$ cat src/rtl/bus_arb_pkg.sv
// Shared state encoding, response status and defaults for the two-master arbiter.
package bus_arb_pkg;

  typedef enum logic [1:0] {
    ST_IDLE = 2'd0,
    ST_BUSY = 2'd1,
    ST_RESP = 2'd2
  } state_t;

  localparam logic RSP_OK  = 1'b0;
  localparam logic RSP_ERR = 1'b1;

  localparam logic [31:0] DEFAULT_ERR_DATA = 32'h0000_0000;
  localparam int WD_W = 8;

  function automatic logic [7:0] satInc8(input logic [7:0] v);
    return (v == 8'hFF) ? v : v + 8'd1;
  endfunction

endpackage

$ cat src/rtl/bus_watchdog.sv
// ACK watchdog: counts BUSY cycles without a slave ACK and flags the last allowed one.
module bus_watchdog
  import bus_arb_pkg::*;
#(
  parameter int TIMEOUT = 16
) (
  input  logic iCLK,
  input  logic iRST,
  input  logic iClr,
  input  logic iEn,
  output logic oExpire
);

  logic [WD_W-1:0] count;

  always_ff @(posedge iCLK) begin
    if (iRST || iClr) begin
      count <= '0;
    end else if (iEn) begin
      count <= count + 1'b1;
    end
  end

  assign oExpire = (count == WD_W'(TIMEOUT - 1));

endmodule

$ cat src/rtl/bus_arb2.sv
// Two-master round-robin arbiter onto one slave port, with an ACK watchdog that
// turns a missing slave ACK into a one-cycle error response.
//
//   state   | meaning
//   --------+-----------------------------------------------------------
//   ST_IDLE | no transfer; pick a winner from the pending strobes
//   ST_BUSY | slave strobe high, waiting for ACK or watchdog expiry
//   ST_RESP | one-cycle ACK/ERR pulse to the granted master
module bus_arb2
  import bus_arb_pkg::*;
#(
  parameter int          TIMEOUT  = 16,
  parameter logic [31:0] ERR_DATA = DEFAULT_ERR_DATA
) (
  input  logic        iCLK,
  input  logic        iRST,
  input  logic [31:0] iM0_ADR,
  input  logic [31:0] iM0_DAT,
  input  logic        iM0_STB,
  input  logic        iM0_WE,
  output logic [31:0] oM0_DAT,
  output logic        oM0_ACK,
  output logic        oM0_ERR,
  input  logic [31:0] iM1_ADR,
  input  logic [31:0] iM1_DAT,
  input  logic        iM1_STB,
  input  logic        iM1_WE,
  output logic [31:0] oM1_DAT,
  output logic        oM1_ACK,
  output logic        oM1_ERR,
  output logic [31:0] oS_ADR,
  output logic [31:0] oS_DAT,
  output logic        oS_STB,
  output logic        oS_WE,
  input  logic [31:0] iS_DAT,
  input  logic        iS_ACK,
  output logic [1:0]  oGNT,
  output logic [7:0]  oERR_CNT
);

  state_t      state;
  logic        last;
  logic        anyReq;
  logic        pickM1;
  logic        wdClr;
  logic        wdEn;
  logic        wdExpire;
  logic        busyRsp;
  logic [31:0] rspData;

  assign anyReq = iM0_STB | iM1_STB;
  // M1 wins when it is the only requester, or on a tie when M0 was served last.
  assign pickM1 = iM1_STB & (~iM0_STB | ~last);

  assign wdClr   = (state == ST_IDLE);
  assign wdEn    = (state == ST_BUSY) & ~iS_ACK & ~wdExpire;
  assign busyRsp = iS_ACK ? RSP_OK : RSP_ERR;
  assign rspData = oS_WE ? 32'h0 : ((busyRsp == RSP_OK) ? iS_DAT : ERR_DATA);

  bus_watchdog #(
    .TIMEOUT(TIMEOUT)
  ) uWatchdog (
    .iCLK   (iCLK),
    .iRST   (iRST),
    .iClr   (wdClr),
    .iEn    (wdEn),
    .oExpire(wdExpire)
  );

  always_ff @(posedge iCLK) begin
    if (iRST) begin
      state    <= ST_IDLE;
      last     <= 1'b1;
      oS_ADR   <= '0;
      oS_DAT   <= '0;
      oS_STB   <= 1'b0;
      oS_WE    <= 1'b0;
      oGNT     <= '0;
      oM0_DAT  <= '0;
      oM0_ACK  <= 1'b0;
      oM0_ERR  <= 1'b0;
      oM1_DAT  <= '0;
      oM1_ACK  <= 1'b0;
      oM1_ERR  <= 1'b0;
      oERR_CNT <= '0;
    end else begin
      case (state)
        ST_IDLE: begin
          if (anyReq) begin
            state  <= ST_BUSY;
            last   <= pickM1;
            oGNT   <= pickM1 ? 2'b10 : 2'b01;
            oS_STB <= 1'b1;
            oS_ADR <= pickM1 ? iM1_ADR : iM0_ADR;
            oS_DAT <= pickM1 ? iM1_DAT : iM0_DAT;
            oS_WE  <= pickM1 ? iM1_WE : iM0_WE;
          end
        end
        ST_BUSY: begin
          // ACK in the expiry cycle still counts as a good completion.
          if (iS_ACK || wdExpire) begin
            state  <= ST_RESP;
            oS_STB <= 1'b0;
            oS_ADR <= '0;
            oS_DAT <= '0;
            oS_WE  <= 1'b0;
            if (last) begin
              oM1_DAT <= rspData;
              oM1_ACK <= (busyRsp == RSP_OK);
              oM1_ERR <= (busyRsp == RSP_ERR);
            end else begin
              oM0_DAT <= rspData;
              oM0_ACK <= (busyRsp == RSP_OK);
              oM0_ERR <= (busyRsp == RSP_ERR);
            end
            if (busyRsp == RSP_ERR) begin
              oERR_CNT <= satInc8(oERR_CNT);
            end
          end
        end
        ST_RESP: begin
          state   <= ST_IDLE;
          oGNT    <= '0;
          oM0_DAT <= '0;
          oM0_ACK <= 1'b0;
          oM0_ERR <= 1'b0;
          oM1_DAT <= '0;
          oM1_ACK <= 1'b0;
          oM1_ERR <= 1'b0;
        end
        default: state <= ST_IDLE;
      endcase
    end
  end

endmodule
$ cat config.mk
export PLATFORM = sky130hd
export DESIGN_NAME = bus_arb2
export DESIGN_NICKNAME = d
export VERILOG_FILES = /design/src/rtl/bus_arb_pkg.sv /design/src/rtl/bus_watchdog.sv /design/src/rtl/bus_arb2.sv
export SDC_FILE = /design/constraint.sdc
export NUM_CORES = 1
export LEC_CHECK = 0
export CAP_MARGIN = 10
export CORE_MARGIN = 2
export CORE_UTILIZATION = 44
export DETAILED_ROUTE_END_ITERATION = 8
export PLACE_DENSITY_LB_ADDON = 0.3
export SYNTH_ARGS = -nofsm -noshare
export SYNTH_HDL_FRONTEND = slang
export SYNTH_SLANG_ARGS = --single-unit
$ cat constraint.sdc
create_clock -name iCLK -period 4.7 [get_ports iCLK]
set_input_delay 0.705 -clock iCLK [delete_from_list [all_inputs] [get_ports iCLK]]
set_output_delay 0.705 -clock iCLK [all_outputs]
set_load 0.01 [all_outputs]
; ---- After elaboration in Yosys (flattened, before gate mapping)
; Cells that the tools add are included.
[classes]
add_sub_neg = 2
n_eq_ne = 8
mux = 40
bitwise_logic = 10
n_reduce_logical = 13
[op_table]
columns = cell, count
row1 = 2-to-1 mux 32 bit, 11
row2 = case mux 32 bit (2 select lines), 4
row3 = adder 8 x 1 -> 8 bit (second input constant), 2
row4 = 2-to-1 mux 1 bit, 13
row5 = case mux 1 bit (2 select lines), 6
row6 = AND reduction 3 bit, 3
row7 = == test 8 x 4 -> 1 bit (second input constant), 1
row8 = == test 8 bit (second input constant), 1
row9 = 2-to-1 mux 2 bit, 4
row10 = case mux 2 bit (2 select lines), 2
row11 = inequality test 2 bit (second input constant), 3
row12 = AND reduction 2 bit, 3
row13 = nonzero test 2 bit, 3
row14 = inverter 1 bit, 5
row15 = AND reduction 4 bit, 1
row16 = bitwise AND 1 bit, 3
row17 = == test 2 x 1 -> 1 bit (second input constant), 1
row18 = == test 2 bit (second input constant), 1
row19 = logical NOT 2 bit, 1
row20 = logical OR 1 bit, 2
row21 = inequality test 2 x 1 -> 1 bit (second input constant), 1
row22 = OR 1 bit, 2
[word_totals]
reg_bits = 155
in_bits = 167
out_inout_bits = 144
wordCells = 88

; ---- Logic depth before layout (Yosys ltp)
[logic_depth]
depth_word = 6
depth_mapped = 9

; ---- Cells and area by module
; From an unflattened synthesis, not the netlist that was laid out.
[hier_totals]
cells_unflattened = 614
area_unflattened_um2 = 6717.7
[by_module_without_submodules]
columns = mod, instances, cells_each, area_per_inst_um2, seq_area_each_um2
row1 = bus_arb2, 1, 574, 6359.8, 2942.8
row2 = bus_watchdog, 1, 40, 357.8, 160.2

; ---- Least setup slack after synthesis
; No wires, ideal clock.
[synth_path]
kind = register -> register
from = register state[0]
to = register oM0_DAT[10]
arrival_time_ps = 1803
required_ps = 4630
setup_slack_ps = 2826
stages_incl_launch_ff = 9
period_less_slack_ps = 1874
path_cell_list = dfxtp_1 -> inv_1 -> ha_1 -> buf_2 -> nor3b_4 -> clkbuf_1 -> nand2_1 -> or3_1 -> a21oi_1
[synth_between]
elab_chain_len = 3
word_cells_on_any_way = 7
classes_between = eq/ne: 4 / mux: 1 / reduce/logical: 2
[synth_rtl]
columns = item, line
row1 = from (decl), bus_arb2.sv:41  ; state_t state;
row2 = from (signal assigned), bus_arb2.sv:72  ; state <= ST_IDLE;
row3 = from (signal assigned), bus_arb2.sv:90  ; state <= ST_BUSY;
row4 = from (signal assigned), bus_arb2.sv:102  ; state <= ST_RESP;
row5 = == test 2 x 1 -> 1 bit / == test 2 bit (equally long branches), bus_arb2.sv:87  ; case (state)
row6 = inequality test 2 x 1 -> 1 bit (no line) (tied with other cells), --
row7 = AND reduction 3 bit (no line), --
row8 = to (signal assigned), bus_arb2.sv:112  ; oM0_DAT <= rspData;
row9 = to (decl), bus_arb2.sv:21  ; output logic [31:0] oM0_DAT,
; Parallel ways exist; a longest one is shown, timed or not.
; A chain may end at the register's enable or synchronous reset.

; ---- Worst setup path in the final report
[layout_path]
from = input port iS_ACK
to = register oS_ADR[7]
[layout_between]
elab_chain_len = 3
[layout_rtl]
columns = item, line
row1 = from (decl), bus_arb2.sv:36  ; input logic iS_ACK,
row2 = logical OR 1 bit, bus_arb2.sv:101  ; if (iS_ACK || wdExpire) begin
row3 = inequality test 2 x 1 -> 1 bit (no line), --
row4 = AND reduction 3 bit (no line), --
row5 = to (signal assigned), bus_arb2.sv:94  ; oS_ADR <= pickM1 ? iM1_ADR : iM0_ADR;
row6 = to (decl), bus_arb2.sv:31  ; output logic [31:0] oS_ADR,
; No other way between the ends.

==> results.tsv <==
metric	value	unit
status	finished, final reports clean	
dpl ws	1.64	ns
register area share after synthesis	47.6	%
Hold Path Class	reg -> reg	
CP max-delay cell	o31a_2	
# IOs	311	
CP cell instances	clkdlybuf4s50_1 > nand2b_1 > a21oi_2 > o31a_2 > buf_4 > o2bb2ai_1	
Post-Synth Adder-Cell Area	1.15	%
average cell area after synthesis	9.29	µm²
Leak Pwr	3.56	nW
Synth Area in Compound Gates	22.9	%
Final Skew	0.00915	ns
Syn. warnings	0	
Worst Path Max Fanout	34	
setup ws final	2.06	ns
CP max stage delay	0.62	ns
post-synthesis mux area share	10.3	%
initial antenna violation count	1	
die span in x	126	µm
final wirelength	20600	µm
number of flops mapped to enable cells by yosys	0	
layout cells sized above 1	5.17	%
Detail Route Antenna Nets	0	
Post-CTS Hold Buffers	0	
clock tree from TritonCTS	done	
met3 wire length	1510	µm
GRT Util Overall	24.7	%
DRC	0	
met2 WL	10200	µm
cell area after synthesis	6520	µm²
syn_nets	875	
Highest Signal Layer	met4	
Period minus WS final	2.64	ns
Met1 Wirelength	8320	µm
gp weighted congestion	0.813	
main combinational cell family by area after synthesis	compound AO/OA/AOI/OAI gates	
Setup crit start kind	primary input	
via count	6357	
Yosys cell types	42	
global-route wire length before repair	31400	µm
Slew Limit Headroom	23.9	%
Post-synth top flop	dfxtp_1	
Wirelength per Cell	17.5	µm
core box area	14500	µm²
Crit Path Category	in -> reg	
dpl hpwl	14300	µm
unrepaired setup endpoints after global routing	false	
vias in the first global route	6022	
GR Overflow Total	0	
largest net degree at the start of global routing	81	
Area Overhead vs Synth	57.9	%
Post-Syn Instances	702	
final max-slew violation count	0	
share of synthesized registers carrying an async set or reset	0	%
Final Hold Fails	0	
Worst Max-Slew Pin Slew	1.14	ns
Initial Util	45.0	%
Achievable Freq	0.379	GHz
clk slew on worst S/H paths	0.06	ns
Worst IR Drop VDD	0.246	mV
fin crit share	56.1	%
Final TNS setup	0	ns
post-synthesis xor/xnor area fraction	0.537	%
Critical Path End Type	register	
PD cells	368	nW/µm²
fin nets	1147	
Starting DRT DRC Count	507	
CTS Sinks	155	
Setup violations, final	0	
Synth Area in Simple Gates	13.2	%
FP Rows	44	
Port Buffers	310	
Worst-Skew Late Latency	0.42	ns
die height	126	µm
Num CTS Buffers	17	
H-tree depth	4	
post-CTS resize count	0	
commonest cells after routing, fill and taps aside	clkdlybuf4s50_1 (309), dfxtp_1 (155), a21oi_1 (81), o21ai_0 (78), mux2i_1 (67)	
clk root buf	clkbuf_16	
Post-CTS Setup Inserts	0	
drt pass-1 iters	5	
clk buf depth	2	
CP required	5.04	ns
vias per std cell	5.42	
Max-cap violations	0	
worst path arrival time	2.98	ns
Seq cells post-synth	155	
total die area	15800	µm²
commonest non-fill, non-tap cell in the layout	clkdlybuf4s50_1	
## metal layers
layer  vias to the layer above  GRT usage [%]
met5                         -              0
met2                       241           42.2
met4                         0           10.5
met3                        35           7.18
met1                      2961           29.1
li1                       3120              -
## synthesized netlist by cell type (2+ instances only)
library cell,count,share of area [%]
dfxtp_1,155,48
a21oi_1,81,6.2
o21ai_0,78,6.0
mux2i_1,67,10
o2bb2ai_1,65,8.7
clkbuf_1,47,2.7
nand3_1,41,3.1
nand2_1,37,2.1
or3_1,35,3.4
buf_2,14,1.1
nor2_1,14,0.81
ha_1,6,1.2
inv_1,5,0.29
nor3_1,5,0.38
nand3b_1,4,0.46
nand4_1,4,0.38
nor2b_1,4,0.38
or4_1,4,0.46
and3_1,3,0.29
buf_1,3,0.17
o31ai_1,3,0.35
xnor2_1,3,0.40
a211oi_1,2,0.23
and2_1,2,0.19
clkbuf_2,2,0.15
nand2b_1,2,0.19
## state kept, by name (all words and copies together) (netlist names), 2 cells and up
| register | flops |
|---|---|
| oM1_DAT | 32 |
| oS_ADR | 32 |
| oS_DAT | 32 |
| oERR_CNT | 8 |
| state | 2 |
| oM0_DAT | 32 |
| uWatchdog.count | 8 |
| oGNT | 2 |
## logic make-up (layout without fill, tap and decap cells)
| group | after synthesis | in the layout |
|---|---|---|
| multiplexers | 67 | 67 |
| XOR/XNOR | 4 | 4 |
| adder cells (fa/ha/maj) | 6 | 6 |
| flip-flops | 155 | 155 |
| AO/OA/AOI/OAI | 239 | 239 |
| buffers and inverters | 71 | 356 |
| other | 0 | 1 |
| AND/OR/NAND/NOR | 160 | 160 |
## final timing paths
| path | slack [ns] | cells after the start | end | startpoint |
|---|---|---|---|---|
| max | 2.06 | 6 | oS_ADR[7] | iS_ACK |
| min | 0.46 | 1 | oS_ADR[28] | oS_ADR[28] |
| max reg2reg | 2.21 | 6 | oM0_DAT[14] | state[0] |
| min reg2reg | 0.46 | 1 | oS_ADR[28] | oS_ADR[28] |
## worst max-delay path: cells and delay by family
kind / cells / cell delay [ns]
buffers and inverters: 2 / 1.03
and+or+nand+nor: 1 / 0.28
AOI/OAI and AO/OA: 3 / 0.94
## power by group
part | internal, W | switching [W]
logic | 0.000439 | 0.000443
clock network | 0.000877 | 0.000535
registers | 0.00143 | 0.0000664
total | 0.00275 | 0.00104
## final cells by class
class	count	area [µm²]
clock buffers	22	474
well taps	184	230
multi-input cells	476	3160
inverters	5	18.8
repair buffers	319	3170
flip-flops and latches	155	3100
clock inverters	10	140
diodes	1	2.50
fillers	1137	4180
## metrics by stage
step | power (W) | util, % | hold slack (ns) | cells | area (µm²)
floorplan | 0.00193 | - | 0.470 | 702 | 6520
global placement | 0.00240 | 66.8 | 0.445 | 1139 | 9680
detailed placement | 0.00240 | 66.8 | 0.447 | 1139 | 9680
CTS | 0.00382 | 71.1 | 0.464 | 1171 | 10300
global route | 0.00394 | 71.1 | 0.477 | 1172 | 10300
finish | 0.00379 | 71.1 | 0.462 | 1172 | 10300
No activity file was read; power rests on OpenSTA's default activity.
